==> config.mk <==
export PLATFORM = sky130hd
export DESIGN_NAME = counter_cmd_sched
export DESIGN_NICKNAME = d
export VERILOG_FILES = /design/src/rtl/counter_cmd_sched.sv
export SDC_FILE = /design/constraint.sdc
export NUM_CORES = 1
export LEC_CHECK = 0
export CAP_MARGIN = 20
export CORE_MARGIN = 5
export CORE_UTILIZATION = 30
export CTS_CLUSTER_SIZE = 25
export DETAILED_ROUTE_END_ITERATION = 7
export SETUP_SLACK_MARGIN = 0.3
export SLEW_MARGIN = 20
export SYNTH_ARGS = -nofsm -noshare
export SYNTH_HDL_FRONTEND = slang
export SYNTH_SLANG_ARGS = --single-unit
==> constraint.sdc <==
create_clock -name sys_clk_i -period 4.9 [get_ports sys_clk_i]
set_clock_uncertainty 0.2 [all_clocks]
set_input_delay 0.735 -clock sys_clk_i [delete_from_list [all_inputs] [get_ports sys_clk_i]]
set_output_delay 0.735 -clock sys_clk_i [all_outputs]
set_load 0.005 [all_outputs]
==> src/rtl/counter_cmd_sched.sv <==
// Command scheduler for a shared event counter: merges clear/up/down host pulses with a
// prescaled auto-increment tick, holding colliding requests pending and applying one op per cycle.
module counter_cmd_sched #(
  parameter int DIV_W = 24,
  parameter int CNT_W = 8
) (
  input  logic             sys_clk_i,
  input  logic             reset_n_i,
  input  logic             req_clr_i,
  input  logic             req_up_i,
  input  logic             req_down_i,
  input  logic             en_i,
  input  logic             autocount_i,
  input  logic [DIV_W-1:0] div_cfg_i,
  output logic [CNT_W-1:0] count_o,
  output logic             evt_zero_o,
  output logic             evt_half_o,
  output logic             evt_max_o,
  output logic             wrap_o,
  output logic [2:0]       pend_o,
  output logic             lost_o
);

  // Round-robin pointer: the source checked first in the next arbitration.
  typedef enum logic [1:0] {
    SRC_UP   = 2'd0,
    SRC_DOWN = 2'd1,
    SRC_AUTO = 2'd2
  } src_e;

  localparam logic [CNT_W-1:0] CNT_ONE  = {{(CNT_W-1){1'b0}}, 1'b1};
  localparam logic [CNT_W-1:0] CNT_HALF = {1'b1, {(CNT_W-1){1'b0}}};
  localparam logic [DIV_W-1:0] DIV_ONE  = {{(DIV_W-1){1'b0}}, 1'b1};

  logic [DIV_W-1:0] presc_q, presc_d;
  logic [CNT_W-1:0] cnt_q, cnt_d;
  logic [2:0]       pend_q, pend_d;
  logic             lost_q, lost_d;
  src_e             rr_q, rr_d;
  logic             evt_zero_q, evt_zero_d;
  logic             evt_half_q, evt_half_d;
  logic             evt_max_q, evt_max_d;
  logic             wrap_q, wrap_d;

  logic       tick;
  logic       applied;
  logic [2:0] pulse;
  logic [2:0] eff;
  logic [2:0] grant;

  always_comb begin
    tick       = en_i && (presc_q == '0);
    presc_d    = presc_q;
    pulse      = {tick & autocount_i, req_down_i, req_up_i};
    eff        = pulse | pend_q;
    grant      = 3'b000;
    cnt_d      = cnt_q;
    pend_d     = pend_q;
    lost_d     = lost_q;
    rr_d       = rr_q;
    wrap_d     = 1'b0;
    applied    = 1'b0;

    if (en_i) begin
      presc_d = tick ? div_cfg_i : presc_q - DIV_ONE;
    end

    // Bit order of eff/grant is {auto, down, up}.
    if (!req_clr_i && en_i) begin
      case (rr_q)
        SRC_DOWN: begin
          if (eff[1])      grant = 3'b010;
          else if (eff[2]) grant = 3'b100;
          else if (eff[0]) grant = 3'b001;
        end
        SRC_AUTO: begin
          if (eff[2])      grant = 3'b100;
          else if (eff[0]) grant = 3'b001;
          else if (eff[1]) grant = 3'b010;
        end
        default: begin
          if (eff[0])      grant = 3'b001;
          else if (eff[1]) grant = 3'b010;
          else if (eff[2]) grant = 3'b100;
        end
      endcase
    end

    if (req_clr_i) begin
      cnt_d   = '0;
      pend_d  = 3'b000;
      lost_d  = 1'b0;
      applied = 1'b1;
    end else begin
      pend_d = eff & ~grant;
      lost_d = lost_q | (|(pulse & pend_q & ~grant));
      if (grant[1]) begin
        cnt_d   = cnt_q - CNT_ONE;
        wrap_d  = (cnt_q == '0);
        applied = 1'b1;
        rr_d    = SRC_AUTO;
      end else if (grant[0] || grant[2]) begin
        cnt_d   = cnt_q + CNT_ONE;
        wrap_d  = &cnt_q;
        applied = 1'b1;
        rr_d    = grant[0] ? SRC_DOWN : SRC_UP;
      end
    end

    evt_zero_d = applied && (cnt_d == '0);
    evt_half_d = applied && (cnt_d == CNT_HALF);
    evt_max_d  = applied && (&cnt_d);
  end

  always_ff @(posedge sys_clk_i) begin
    if (!reset_n_i) begin
      presc_q    <= div_cfg_i;
      cnt_q      <= '0;
      pend_q     <= 3'b000;
      lost_q     <= 1'b0;
      rr_q       <= SRC_UP;
      evt_zero_q <= 1'b0;
      evt_half_q <= 1'b0;
      evt_max_q  <= 1'b0;
      wrap_q     <= 1'b0;
    end else begin
      presc_q    <= presc_d;
      cnt_q      <= cnt_d;
      pend_q     <= pend_d;
      lost_q     <= lost_d;
      rr_q       <= rr_d;
      evt_zero_q <= evt_zero_d;
      evt_half_q <= evt_half_d;
      evt_max_q  <= evt_max_d;
      wrap_q     <= wrap_d;
    end
  end

  assign count_o    = cnt_q;
  assign evt_zero_o = evt_zero_q;
  assign evt_half_o = evt_half_q;
  assign evt_max_o  = evt_max_q;
  assign wrap_o     = wrap_q;
  assign pend_o     = pend_q;
  assign lost_o     = lost_q;

endmodule

Word level (Yosys, flattened, before mapping)
Cells that the tools add are included.

Multiplexer cells: 25. $add $sub $neg: 3. Eq/ne operators: 4. Bitwise gates (word level): 9. Reduce and logical (&&, ||, !) cells: 16.

Operators by type and width (number): $mux W24 (3); $logic_not A24 Y1 (1); $mux W8 (3); $sub A24 B1 Y24 const B (1); $mux W3 (7); $logic_not A8 Y1 (2); $reduce_and A8 Y1 (2); $and A3 B3 Y3 (3); $add A8 B1 Y8 const B (1); $eq A8 B8 Y1 const B (1); $mux W2 (4); $sub A8 B1 Y8 const B (1); $mux W1 (7); $pmux W3 S2 (1); $logic_and A1 B1 Y1 (5); $not A3 Y3 (1); $or A3 B3 Y3 (1); $reduce_or A3 Y1 (1); $eq A2 B1 Y1 const B (1); $eq A2 B2 Y1 const B (1); $ne A2 B1 Y1 const B (1); $not A1 Y1 (2); $reduce_and A2 Y1 (1); $reduce_bool A2 Y1 (1); 5 further kinds (5).

Output and inout port bits: 16. Register bits: 42. Bits of input ports: 31.

Depth between registers and ports, before layout
Depth in word-level cells: 15. Mapped depth: 11. Gate-level depth less buffers: 10.

Least setup slack after synthesis
Ideal clock, no wire load.

Kind: input to register. Start point: in req_up_i. End point: reg evt_max_q, in the netlist evt_max_o. Required time: 4639 ps. Cell stages on the path: 9. Data arrival time: 2677 ps. Path slack: 1962 ps. Buffers on the path: 1. Cell sequence: or3b_2 > nor4_1 > o21ai_2 > nand2_1 > clkbuf_1 > o2bb2ai_1 > xor2_1 > and4b_1 > and4_1.

Word-level cells in the longest chain between the ends: 12. Elaborated cells between the ends (all ways): 18. Classes of those cells: mux: 14; bitwise: 1; reduce/logical: 3.

Ends and longest elaborated chain: from (decl) (line 10) `input logic req_up_i,`; $or A3 B3 Y3 (*) (line 55) `eff = pulse | pend_q;`; $mux W1 (line 74) `else if (eff[0]) grant = 3'b001;`; $mux W3 (line 73) `else if (eff[2]) grant = 3'b100;`; $mux W3 (line 72) `if (eff[1]) grant = 3'b010;`; $pmux W3 S2 (*) (line 70) `case (rr_q)`; $mux W3 (*) (line 69) `if (!req_clr_i && en_i) begin`; $logic_or A1 B1 Y1 (line 102) `end else if (grant[0] || grant[2]) begin`; $mux W8 (line 102); $mux W8 (line 97) `if (grant[1]) begin`; $mux W8 (line 89) `if (req_clr_i) begin`; $reduce_and A8 Y1 (line 112) `evt_max_d = applied && (&cnt_d);`; $logic_and A1 B1 Y1 (*) (line 112); to (signal assigned) (line 134) `evt_max_q <= evt_max_d;`; to (decl) (line 42) `logic evt_max_q, evt_max_d;`.

Every way passes the cells marked *; elsewhere a longest branch is shown, timed or not. A chain may end at the register's enable or synchronous reset.

Final worst setup path
Start point: in req_clr_i. End point: reg evt_half_q, in the netlist evt_half_o.

Word-level cells in the longest chain between the ends: 9. Elaborated cells between the ends (all ways): 12. Classes of those cells: eq/ne: 1; mux: 7; reduce/logical: 4.

Ends and longest elaborated chain: from (decl) (line 9) `input logic req_clr_i,`; $logic_not A1 Y1 (line 69); $logic_and A1 B1 Y1 (line 69); $mux W3 (line 69); $logic_or A1 B1 Y1 (line 102); $mux W8 (line 102); $mux W8 (line 97); $mux W8 (line 89); $eq A8 B8 Y1 (line 111) `evt_half_d = applied && (cnt_d == CNT_HALF);`; $logic_and A1 B1 Y1 (*) (line 111); to (signal assigned) (line 133) `evt_half_q <= evt_half_d;`; to (decl) (line 41) `logic evt_half_q, evt_half_d;`.

Marks and branches as above.

==> results_dict.tcl <==
set metrics [dict create \
    vias 2276 \
    reg2regPathDepth 8 \
    post-cts-setup-buffers 0 \
    drt.antenna.violating_nets 0 \
    clk_latency_ns 0.30 \
    maxSlewViolCount 0 \
    hpwl_um 4724 \
    finalHoldViolations 0 \
    holdPathStages 2 \
    io_buffers 46 \
    fin_cells 444 \
    cts_tree "built" \
    holdCritPathClass "reg -> reg" \
    grt_max_degree 39 \
    synth_ff_type "edfxtp_1" \
    grt_overflow 0 \
    finalSetupTns_ns 0 \
    place_ws_ns 1.179 \
    min_period_ns 3.478 \
    wl_per_cell_um 14.68 \
    syn_avg_cell_area_um2 8.954 \
    synth.distinct_cells 53 \
    nets 373 \
    die_x_um 103.7 \
    worst_slack_ns 1.422 \
    clockRootBuffer "clkbuf_8" \
    num_antenna_cells 0 \
    whs_ns 0.3459 \
    rsz0062_at_grt "false" \
    htreeDepth 2 \
    io_pins 47 \
    core_um2 8636 \
    rr_startpoint "presc_q[16]$_DFFE_PP_" \
    cts_hold_buf 0 \
    fin_crit_sh_pct 70.98 \
    syn_to_final_growth_pct 24.48 \
    clkSinkCount 42 \
    cellLeakagePower_nw 1.184 \
    tightest_slew_ns 0.6271 \
    route.detailed.drc 0 \
    die_height_um 103.7 \
    status "finished, final reports clean" \
    routed_wl_um 6517 \
    grt_pass1_wl_um 10570 \
    dr.pass1.iters 4 \
    seq_area_frac_synth_pct 41.06 \
    cts.path.max_buffers 2 \
    cp.arrival_ns 3.46 \
    critPathLaunchType "primary input" \
    synth_edf_count 24 \
    drive_gt1_share_pct 6.845 \
    timing.rr.end "evt_half_o$_SDFF_PN0_" \
    cts.clk_slew.worst_paths_ns 0.09 \
    ir_drop_mv 0.1197 \
    worstPathMaxFanout 14 \
    place_inst 436 \
    post_drt_via_cell_ratio 5.126 \
    ys_async_sr_fraction_pct 0 \
    reg2reg_setup_slack_ns 1.53 \
    final_common_cell "clkdlybuf4s50_1" \
    syn_area_um2 2633 \
    min_to "rr_q[0]$_SDFFE_PN0P_" \
    setup_viol 0 \
    fmax_mhz 287.5 \
    yosysWarnings 0 \
    yosys_register_bits 42 \
    synthCells 294 \
    relSlewSlack_pct 57.87 \
    cap_violations 0 \
    crit_type "in -> reg" \
    start_util_pct 30.48 \
    first_iter_violations 98 \
    grt_pass1_vias 2187 \
    required_ns 4.89 \
    min-delay-start "rr_q[0]$_SDFFE_PN0P_" \
    antenna_found_initial 0 \
    cts-buffers-inserted 5 \
    p_per_area_nw_per_um2 248.6 \
    gp_congestion 0.8883 \
    syn-num-nets 332 \
    groute.usage.overall_pct 11.71 \
    ctsResizeCount 0 \
    rows 34 \
    crit_path_end_kind "flop" \
    final_cell_mix "46 x clkdlybuf4s50_1, 38 x nand2_1, 27 x o21ai_0, 24 x edfxtp_1, 20 x nor2_1" \
    die-area_um2 10750 \
]
-- area by class of cell --
type / count / area (µm²)
Clock buffer: 5 / 68.82
Clock inverter: 3 / 16.27
Fill cell: 887 / 5359
Inverter: 9 / 33.78
Multi-Input combinational cell: 230 / 1474
Sequential cell: 42 / 1081
Tap cell: 108 / 135.1
Timing Repair Buffer: 47 / 467.9
-- synth_stat cells (9+ instances only) --
| cell type | count | area (µm²) |
|---|---|---|
| xnor2_1 | 17 | 148.9 |
| nor4_1 | 12 | 75.07 |
| nand3_1 | 9 | 45.04 |
| a21oi_1 | 10 | 50.05 |
| edfxtp_1 | 24 | 720.7 |
| nor3_1 | 16 | 80.08 |
| clkbuf_1 | 11 | 41.29 |
| nor2_1 | 20 | 75.07 |
| nand2_1 | 38 | 142.6 |
| dfxtp_1 | 18 | 360.4 |
| inv_1 | 9 | 33.78 |
| o21ai_0 | 28 | 140.1 |
-- power breakdown --
group,internal [mW],switching [mW],total [mW],leakage [nW]
logic,0.0774,0.0748,0.152,0.746
clock network,0.0977,0.125,0.223,0.0416
registers,0.407,0.0327,0.440,0.397
-- through the flow --
step                power (mW)  area [µm²]  util (%)
global placement        0.5972        3189     36.93
finish                  0.8147        3277     37.95
global route            0.8639        3277     37.95
detailed placement      0.5993        3189     36.93
CTS                     0.8253        3274     37.92
floorplan               0.5370        2633         -
-- worst max-delay path by stage --
stage / to / cells past startpoint / from / slack (ns)
final: evt_half_o$_SDFF_PN0_ / 9 / req_clr_i / 1.42
after global routing: evt_half_o$_SDFF_PN0_ / 9 / req_clr_i / 1.15
after CTS: evt_half_o$_SDFF_PN0_ / 9 / en_i / 1.47
after detailed placement: evt_half_o$_SDFF_PN0_ / 9 / req_clr_i / 1.18
after global placement: evt_zero_o$_SDFF_PN0_ / 9 / en_i / 1.22
after floorplan: evt_max_o$_SDFF_PN0_ / 9 / req_up_i / 1.96
-- worst max-delay path: stages --
cell and delay (ns):
clkdlybuf4s50_1 0.64, nand2b_1 0.32, nor4_1 0.38, o21a_1 0.31
o21ai_1 0.16, or3_1 0.38, nand4b_2 0.12, o211ai_2 0.11
nor4_1 0.30
-- registers in the layout, indices dropped and copies added, names as in the netlist --
signal      cells
evt_half_o      1
rr_q            2
count_o         8
evt_zero_o      1
presc_q        24
evt_max_o       1
lost_o          1
pend_o          3
wrap_o          1
-- layer usage --
metal	track usage [%]	wire length, µm	part of all wire [%]
met5	0	0	0
met4	3.608	68	1.0
met3	2.488	320	4.9
met2	17.94	2959	45
met1	16.49	3169	49
-- cells by family after synthesis --
kind of cell / share of synthesized area [%]
DFF: 41.06
xor gates and xnor gates: 7.985
adders and majority gates: 3.327
buffers and inverters: 3.184
AOI/OAI and AO/OA: 15.54
and+or+nand+nor: 28.47
muxes: 0.4277
Power figures use the tool's default switching activity.
